==> src/rtl/load_store_ctrl_pkg.sv <==
// Shared encodings for the load/store controller: operation codes, FSM
// states, byte-enable patterns and the alignment rule.
package load_store_ctrl_pkg;

  // Load operation encodings; any other value is a full-word load.
  localparam logic [2:0] LOADOP_LB  = 3'b001;
  localparam logic [2:0] LOADOP_LBU = 3'b010;
  localparam logic [2:0] LOADOP_LH  = 3'b011;
  localparam logic [2:0] LOADOP_LHU = 3'b100;

  // Store operation encodings; any other value is a full-word store.
  localparam logic [1:0] STOREOP_SB = 2'b01;
  localparam logic [1:0] STOREOP_SH = 2'b10;

  // Byte-enable patterns.
  localparam logic [3:0] BE_NONE    = 4'b0000;
  localparam logic [3:0] BE_ALL     = 4'b1111;
  localparam logic [3:0] BE_BYTE0   = 4'b0001;
  localparam logic [3:0] BE_HALF_LO = 4'b0011;
  localparam logic [3:0] BE_HALF_HI = 4'b1100;

  typedef enum logic [1:0] {
    IDLE   = 2'd0,
    ACCESS = 2'd1,
    DONE   = 2'd2
  } state_e;

  // Halfword accesses need an even address, word accesses a word-aligned
  // one; byte accesses are always aligned.
  function automatic logic is_misaligned(input logic       is_load,
                                         input logic [2:0] lop,
                                         input logic [1:0] sop,
                                         input logic [1:0] byte_off);
    logic mis;
    if (is_load) begin
      if (lop == LOADOP_LB || lop == LOADOP_LBU)      mis = 1'b0;
      else if (lop == LOADOP_LH || lop == LOADOP_LHU) mis = byte_off[0];
      else                                            mis = (byte_off != 2'b00);
    end else begin
      if (sop == STOREOP_SB)      mis = 1'b0;
      else if (sop == STOREOP_SH) mis = byte_off[0];
      else                        mis = (byte_off != 2'b00);
    end
    return mis;
  endfunction

endpackage

==> src/rtl/load_store_ctrl_lane_extract.sv <==
// Selects the addressed byte/halfword lane from a raw read word and
// sign- or zero-extends it according to the load operation.
module load_lane_extract
  import load_store_ctrl_pkg::*;
(
  input  logic [31:0] raw_word,
  input  logic [1:0]  byte_off,
  input  logic [2:0]  loadop,
  output logic [31:0] data
);

  logic [7:0]  lane_b;
  logic [15:0] lane_h;

  // Lane select followed by extension; full-word loads pass through.
  always_comb begin
    // NOTE: every signal gets a default first so no path leaves it unassigned, which would infer a latch.
    lane_b = raw_word[7:0];
    lane_h = byte_off[1] ? raw_word[31:16] : raw_word[15:0];
    data   = raw_word;
    case (byte_off)
      2'd1:    lane_b = raw_word[15:8];
      2'd2:    lane_b = raw_word[23:16];
      2'd3:    lane_b = raw_word[31:24];
      default: lane_b = raw_word[7:0];
    endcase
    case (loadop)
      LOADOP_LB:  data = {{24{lane_b[7]}}, lane_b};
      LOADOP_LBU: data = {24'h000000, lane_b};
      LOADOP_LH:  data = {{16{lane_h[15]}}, lane_h};
      LOADOP_LHU: data = {16'h0000, lane_h};
      default:    data = raw_word;
    endcase
  end

endmodule

==> src/rtl/load_store_ctrl.sv <==
// Memory-stage load/store controller: accepts one pipeline request, checks
// alignment, drives a held memory request with lane-replicated store data,
// aligns load data and reports completion with address or timeout faults.
module load_store_ctrl
  import load_store_ctrl_pkg::*;
#(
  parameter int TIMEOUT_CYCLES = 255
) (
  input  logic        clk,
  input  logic        rst,
  input  logic        req_valid,
  input  logic        req_load,
  input  logic [2:0]  loadop,
  input  logic [1:0]  storeop,
  input  logic [31:0] req_addr,
  input  logic [31:0] req_wdata,
  output logic        mem_req,
  output logic        mem_we,
  output logic [3:0]  mem_be,
  output logic [31:0] mem_addr,
  output logic [31:0] mem_wdata,
  input  logic        mem_ready,
  input  logic [31:0] mem_rdata,
  output logic        stall,
  output logic        done,
  output logic [31:0] rdata,
  output logic        addr_err,
  output logic        bus_err
);

  localparam int CNT_W = (TIMEOUT_CYCLES > 1) ? $clog2(TIMEOUT_CYCLES) : 1;
  localparam logic [CNT_W-1:0] CNT_LAST = CNT_W'(TIMEOUT_CYCLES - 1);

  state_e             state_q, state_d;
  logic [CNT_W-1:0]   wait_cnt_q, wait_cnt_d;
  logic               is_load_q, is_load_d;
  logic [2:0]         loadop_q, loadop_d;
  logic [1:0]         byte_off_q, byte_off_d;
  logic               mem_req_q, mem_req_d;
  logic               mem_we_q, mem_we_d;
  logic [3:0]         mem_be_q, mem_be_d;
  logic [31:0]        mem_addr_q, mem_addr_d;
  logic [31:0]        mem_wdata_q, mem_wdata_d;
  logic               done_q, done_d;
  logic [31:0]        rdata_q, rdata_d;
  logic               addr_err_q, addr_err_d;
  logic               bus_err_q, bus_err_d;
  logic [31:0]        ext_data;

  load_lane_extract u_lane_extract (
    .raw_word (mem_rdata),
    .byte_off (byte_off_q),
    .loadop   (loadop_q),
    .data     (ext_data)
  );

  // Next-state and registered-output logic for the IDLE/ACCESS/DONE FSM.
  always_comb begin
    state_d     = state_q;
    wait_cnt_d  = wait_cnt_q;
    is_load_d   = is_load_q;
    loadop_d    = loadop_q;
    byte_off_d  = byte_off_q;
    mem_req_d   = mem_req_q;
    mem_we_d    = mem_we_q;
    mem_be_d    = mem_be_q;
    mem_addr_d  = mem_addr_q;
    mem_wdata_d = mem_wdata_q;
    done_d      = 1'b0;
    rdata_d     = rdata_q;
    addr_err_d  = addr_err_q;
    bus_err_d   = bus_err_q;

    case (state_q)
      IDLE: begin
        if (req_valid) begin
          is_load_d  = req_load;
          loadop_d   = loadop;
          byte_off_d = req_addr[1:0];
          mem_addr_d = {req_addr[31:2], 2'b00};
          wait_cnt_d = '0;
          rdata_d    = 32'h0;
          addr_err_d = 1'b0;
          bus_err_d  = 1'b0;
          if (is_misaligned(req_load, loadop, storeop, req_addr[1:0])) begin
            // Faulting requests skip the memory entirely.
            state_d    = DONE;
            done_d     = 1'b1;
            addr_err_d = 1'b1;
          end else begin
            state_d   = ACCESS;
            mem_req_d = 1'b1;
            mem_we_d  = ~req_load;
            if (req_load) begin
              mem_be_d    = BE_ALL;
              mem_wdata_d = 32'h0;
            end else if (storeop == STOREOP_SB) begin
              mem_be_d    = BE_BYTE0 << req_addr[1:0];
              mem_wdata_d = {4{req_wdata[7:0]}};
            end else if (storeop == STOREOP_SH) begin
              mem_be_d    = req_addr[1] ? BE_HALF_HI : BE_HALF_LO;
              mem_wdata_d = {2{req_wdata[15:0]}};
            end else begin
              mem_be_d    = BE_ALL;
              mem_wdata_d = req_wdata;
            end
          end
        end
      end

      ACCESS: begin
        // mem_ready is checked first so it wins over a coincident timeout.
        if (mem_ready) begin
          state_d   = DONE;
          done_d    = 1'b1;
          mem_req_d = 1'b0;
          mem_we_d  = 1'b0;
          mem_be_d  = BE_NONE;
          if (is_load_q) rdata_d = ext_data;
        end else if (wait_cnt_q == CNT_LAST) begin
          state_d   = DONE;
          done_d    = 1'b1;
          bus_err_d = 1'b1;
          mem_req_d = 1'b0;
          mem_we_d  = 1'b0;
          mem_be_d  = BE_NONE;
        end else begin
          wait_cnt_d = wait_cnt_q + CNT_W'(1);
        end
      end

      DONE: begin
        // Any req_valid seen here is left for the following IDLE cycle.
        state_d = IDLE;
      end

      default: state_d = IDLE;
    endcase
  end

  // State and output registers with synchronous reset.
  always_ff @(posedge clk) begin
    // NOTE: sequential state uses non-blocking assignments so every flop samples pre-edge values.
    if (rst) begin
      state_q     <= IDLE;
      wait_cnt_q  <= '0;
      is_load_q   <= 1'b0;
      loadop_q    <= 3'b000;
      byte_off_q  <= 2'b00;
      mem_req_q   <= 1'b0;
      mem_we_q    <= 1'b0;
      mem_be_q    <= BE_NONE;
      mem_addr_q  <= 32'h0;
      mem_wdata_q <= 32'h0;
      done_q      <= 1'b0;
      rdata_q     <= 32'h0;
      addr_err_q  <= 1'b0;
      bus_err_q   <= 1'b0;
    end else begin
      state_q     <= state_d;
      wait_cnt_q  <= wait_cnt_d;
      is_load_q   <= is_load_d;
      loadop_q    <= loadop_d;
      byte_off_q  <= byte_off_d;
      mem_req_q   <= mem_req_d;
      mem_we_q    <= mem_we_d;
      mem_be_q    <= mem_be_d;
      mem_addr_q  <= mem_addr_d;
      mem_wdata_q <= mem_wdata_d;
      done_q      <= done_d;
      rdata_q     <= rdata_d;
      addr_err_q  <= addr_err_d;
      bus_err_q   <= bus_err_d;
    end
  end

  // Stall must react to req_valid in the same cycle, so it is decoded from state.
  always_comb begin
    stall = (state_q == ACCESS) || ((state_q == IDLE) && req_valid);
  end

  assign mem_req   = mem_req_q;
  assign mem_we    = mem_we_q;
  assign mem_be    = mem_be_q;
  assign mem_addr  = mem_addr_q;
  assign mem_wdata = mem_wdata_q;
  assign done      = done_q;
  assign rdata     = rdata_q;
  assign addr_err  = addr_err_q;
  assign bus_err   = bus_err_q;

endmodule

==> config.mk <==
export PLATFORM = sky130hd
export DESIGN_NAME = load_store_ctrl
export DESIGN_NICKNAME = d
export VERILOG_FILES = /design/src/rtl/load_store_ctrl_pkg.sv /design/src/rtl/load_store_ctrl_lane_extract.sv /design/src/rtl/load_store_ctrl.sv
export SDC_FILE = /design/constraint.sdc
export NUM_CORES = 1
export LEC_CHECK = 0
export BUFFER_PORTS_ARGS = -buffer_cell sky130_fd_sc_hd__buf_2
export CAP_MARGIN = 15
export CORE_MARGIN = 3
export CORE_UTILIZATION = 40
export DETAILED_ROUTE_END_ITERATION = 16
export MAX_ROUTING_LAYER = met4
export PLACE_DENSITY = 0.67
export SYNTH_ARGS = -nofsm -noshare
export SYNTH_HDL_FRONTEND = slang
export SYNTH_SLANG_ARGS = --single-unit
==> constraint.sdc <==
create_clock -name clk -period 2.3 [get_ports clk]
set_clock_uncertainty 0.1 [all_clocks]
set_input_delay 0.23 -clock clk [delete_from_list [all_inputs] [get_ports clk]]
set_output_delay 0.23 -clock clk [all_outputs]
set_load 0.02 [all_outputs]
==> summary.md <==
| Metric | Value |
|---|---|
| Largest net degree at the start of global routing | 46 |
| Root buffer cell | clkbuf_16 |
| CTS clk-pin slew, worst paths | 50 ps |
| Relative slew slack | 0.497 |
| Starting DRC count in detailed routing | 337 |
| Vias in the first global route | 5495 |
| Num CTS Buffers | 17 |
| RSZ-0062 raised after global routing | no |
| Maximum vdd drop | 0.000562 V |
| Setup violations, final | 0 |
| Hold Violations, Final | 0 |
| Global route overflow | 0 |
| Reg2reg path depth | 5 |
| Clock Path Buffers | 2 |
| Worst min-delay path category | input pin to flop |
| Syn_area_per_cell | 8.38 sq um |
| PD cells | 808 nW/um^2 |
| Initial Util | 0.418 |
| First-pass detailed-route iteration total | 5 |
| Wire per inst | 16.0 um |
| Final min period | 2030 ps |
| Port buffer count | 209 |
| Fin crit share | 0.883 |
| Setup TNS | 0 ps |
| Core ar. | 12900 sq um |
| CP arrival | 2260 ps |
| H-tree depth | 4 |
| FF-to-FF Start | loadop_q[2] |
| Worst EP required | 2520 ps |
| First-pass GRT wire length | 26.8 mm |
| Final GP Congestion | 0.882 |
| Placed insts | 992 |
| Worst Max-Slew Pin Slew | 752 ps |
| Total wire length | 17.1 mm |
| Biggest area consumer among synthesized cells | dfxtp_1 |
| Die width | 122 um |
| Wl on met1 | 7.12 mm |
| Async set-reset flop share out of synthesis | 0 |
| Main area contributors after synthesis | dfxtp_1 (44%), nand2_1 (8.9%), a21oi_1 (7.3%) |
| Clock Latency Late Sink | 410 ps |
| Synth top area share | 0.443 |
| Warnings from Yosys | 0 |
| Crit. Startpoint | loadop_q[2] |
| Clk sinks | 119 |
| Met2 WL | 8.54 mm |
| Mapped Area | 5380 sq um |
| Initial antenna violation count | 0 |
| Pins Over Slew Limit | 0 |
| MaxCap Viol Count | 0 |
| Kind of end point of the critical path | flop |
| CTS tree | built |
| Status | complete, no violations |
| Detailed-route DRC error count | 0 |
| Distinct cells, synth | 60 |
| Layout fillers | 1132 |
| Final Util | 0.600 |
| Achievable Freq | 492 MHz |
| Worst-path fanout max | 14 |
| P_leak | 3.49 nW |
| CP Capture Point | rdata[2] |
| Fin nets | 998 |
| Area Overhead vs Synth | 43.7% |
| Seq/Total Area, Yosys | 0.443 |
| Cells after synthesis | 642 |
| Final cell count without fillers | 1074 |
| Vias per cell | 5.30 |
| Startpoint types | flop |
| Chip height | 122 um |
| N_diodes | 0 |
| Final hold slack | 1.40 ps |
| Ports | 212 |
| Flop-to-flop setup slack | 270 ps |
| Metal3 WL | 989 um |
| DR top layer | met4 |
| DIE AREA | 14900 sq um |
| Layout cells sized above 1 | 0.300 |
| DP HPWL | 11.9 mm |
| Number of synthesized flops with an enable pin | 0 |
| R2r endpoint | rdata[2] |
| Yosys reg bits | 119 |
| Most frequent cells in the layout | buf_2 (209), nand2_1 (128), dfxtp_1 (118) |
| WS Path Type | flop to flop |
| FP Rows | 41 |
| Most common cell after layout, fill and taps aside | buf_2 |
| ANT nets after route | 0 |
| Ys flop type | dfxtp_1 |
| All-Layer GR Usage | 0.236 |
| Via count | 5697 |
## worst min-delay path by stage
stage	from	to	slack [ps]	cells past startpoint
3_3_place_gp	rdata[28]	rdata[28]	330	2
4_1_cts	mem_rdata[24]	rdata[24]	1	3
2_1_floorplan	req_wdata[6]	mem_wdata[6]	260	1
5_1_grt	req_addr[1]	byte_off_q[1]	6	3
6_report	mem_rdata[14]	rdata[14]	1	3
3_5_place_dp	rdata[29]	rdata[29]	340	2
## worst max-delay path, stage by stage (launching register included)
cell	delay [ps]
dfxtp_1	620
inv_1	180
and3_1	270
nor3_2	330
a221oi_1	170
a211oi_1	260
## cell families (layout without fill, tap and decap cells)
group / count (synthesis) / count (layout) / share of synthesized area
compound gates: 191 / 191 / 0.227
mux: 33 / 33 / 0.0633
flops: 119 / 119 / 0.443
other cells: 1 / 2 / 0.000697
fa+ha+maj: 2 / 2 / 0.00465
xor+xnor: 11 / 11 / 0.0193
buf+inv: 54 / 313 / 0.0475
simple gates: 231 / 231 / 0.195
## cells in the mapped netlist (all sizes together) (8+ instances only)
| cell | n |
|---|---|
| and3 | 9 |
| buf | 24 |
| xor2 | 8 |
| dfxtp | 119 |
| a22o | 15 |
| nand2 | 129 |
| o2bb2ai | 8 |
| a21oi | 78 |
| o21ai | 32 |
| nor2b | 9 |
| mux2i | 25 |
| clkbuf | 23 |
| mux2 | 8 |
| nor2 | 48 |
| a211oi | 18 |
| nand3 | 8 |
## per-layer routing
metal,GRT usage,vias to the layer above
met5,-,-
met2,0.392,205
met1,0.269,2680
met3,0.0659,42
met4,0.0966,0
li1,-,2770
## registers in the layout (all words and copies together) (netlist names)
signal	count
addr_err	1
bus_err	1
byte_off_q	2
done	1
is_load_q	1
loadop_q	3
mem_addr	30
mem_be	4
mem_req	1
mem_wdata	32
mem_we	1
rdata	32
state_q	2
wait_cnt_q	8
## metrics by stage
stage	setup slack (ps)	area, sq um	power (mW)
final	268	7730	6.24
after global routing	73.8	7730	6.50
after CTS	217	7720	6.28
after detailed placement	228	6530	3.13
after global placement	279	6530	3.11
after floorplan	470	5380	2.81
## layout make-up
| cell class | instances | area, sq um | share of cell area |
|---|---|---|---|
| multi-input cells | 470 | 2740 | 0.355 |
| flip-flops and latches | 119 | 2380 | 0.309 |
| repair buffers | 275 | 1670 | 0.216 |
| clock buffers | 23 | 498 | 0.0645 |
| well taps | 172 | 215 | 0.0279 |
| clock inverters | 8 | 190 | 0.0246 |
| inverters | 7 | 26.3 | 0.00340 |
## what timing repair did
| item | CTS | global route |
|---|---|---|
| resized for setup | 0 | 1 |
| setup buffers | 0 | 0 |
| hold buffers | 51 | 0 |
| hold endpoints to repair | 56 | 0 |
| setup endpoints to repair | 0 | 1 |
## power by group
group / switching [mW] / leakage, nW / total, mW / internal (mW)
combinational: 0.558 / 2.19 / 0.936 / 0.378
sequential: 0.0741 / 0.968 / 2.23 / 2.16
clock: 0.908 / 0.339 / 3.07 / 2.17
Note: power is estimated with default switching activity, not from simulation.
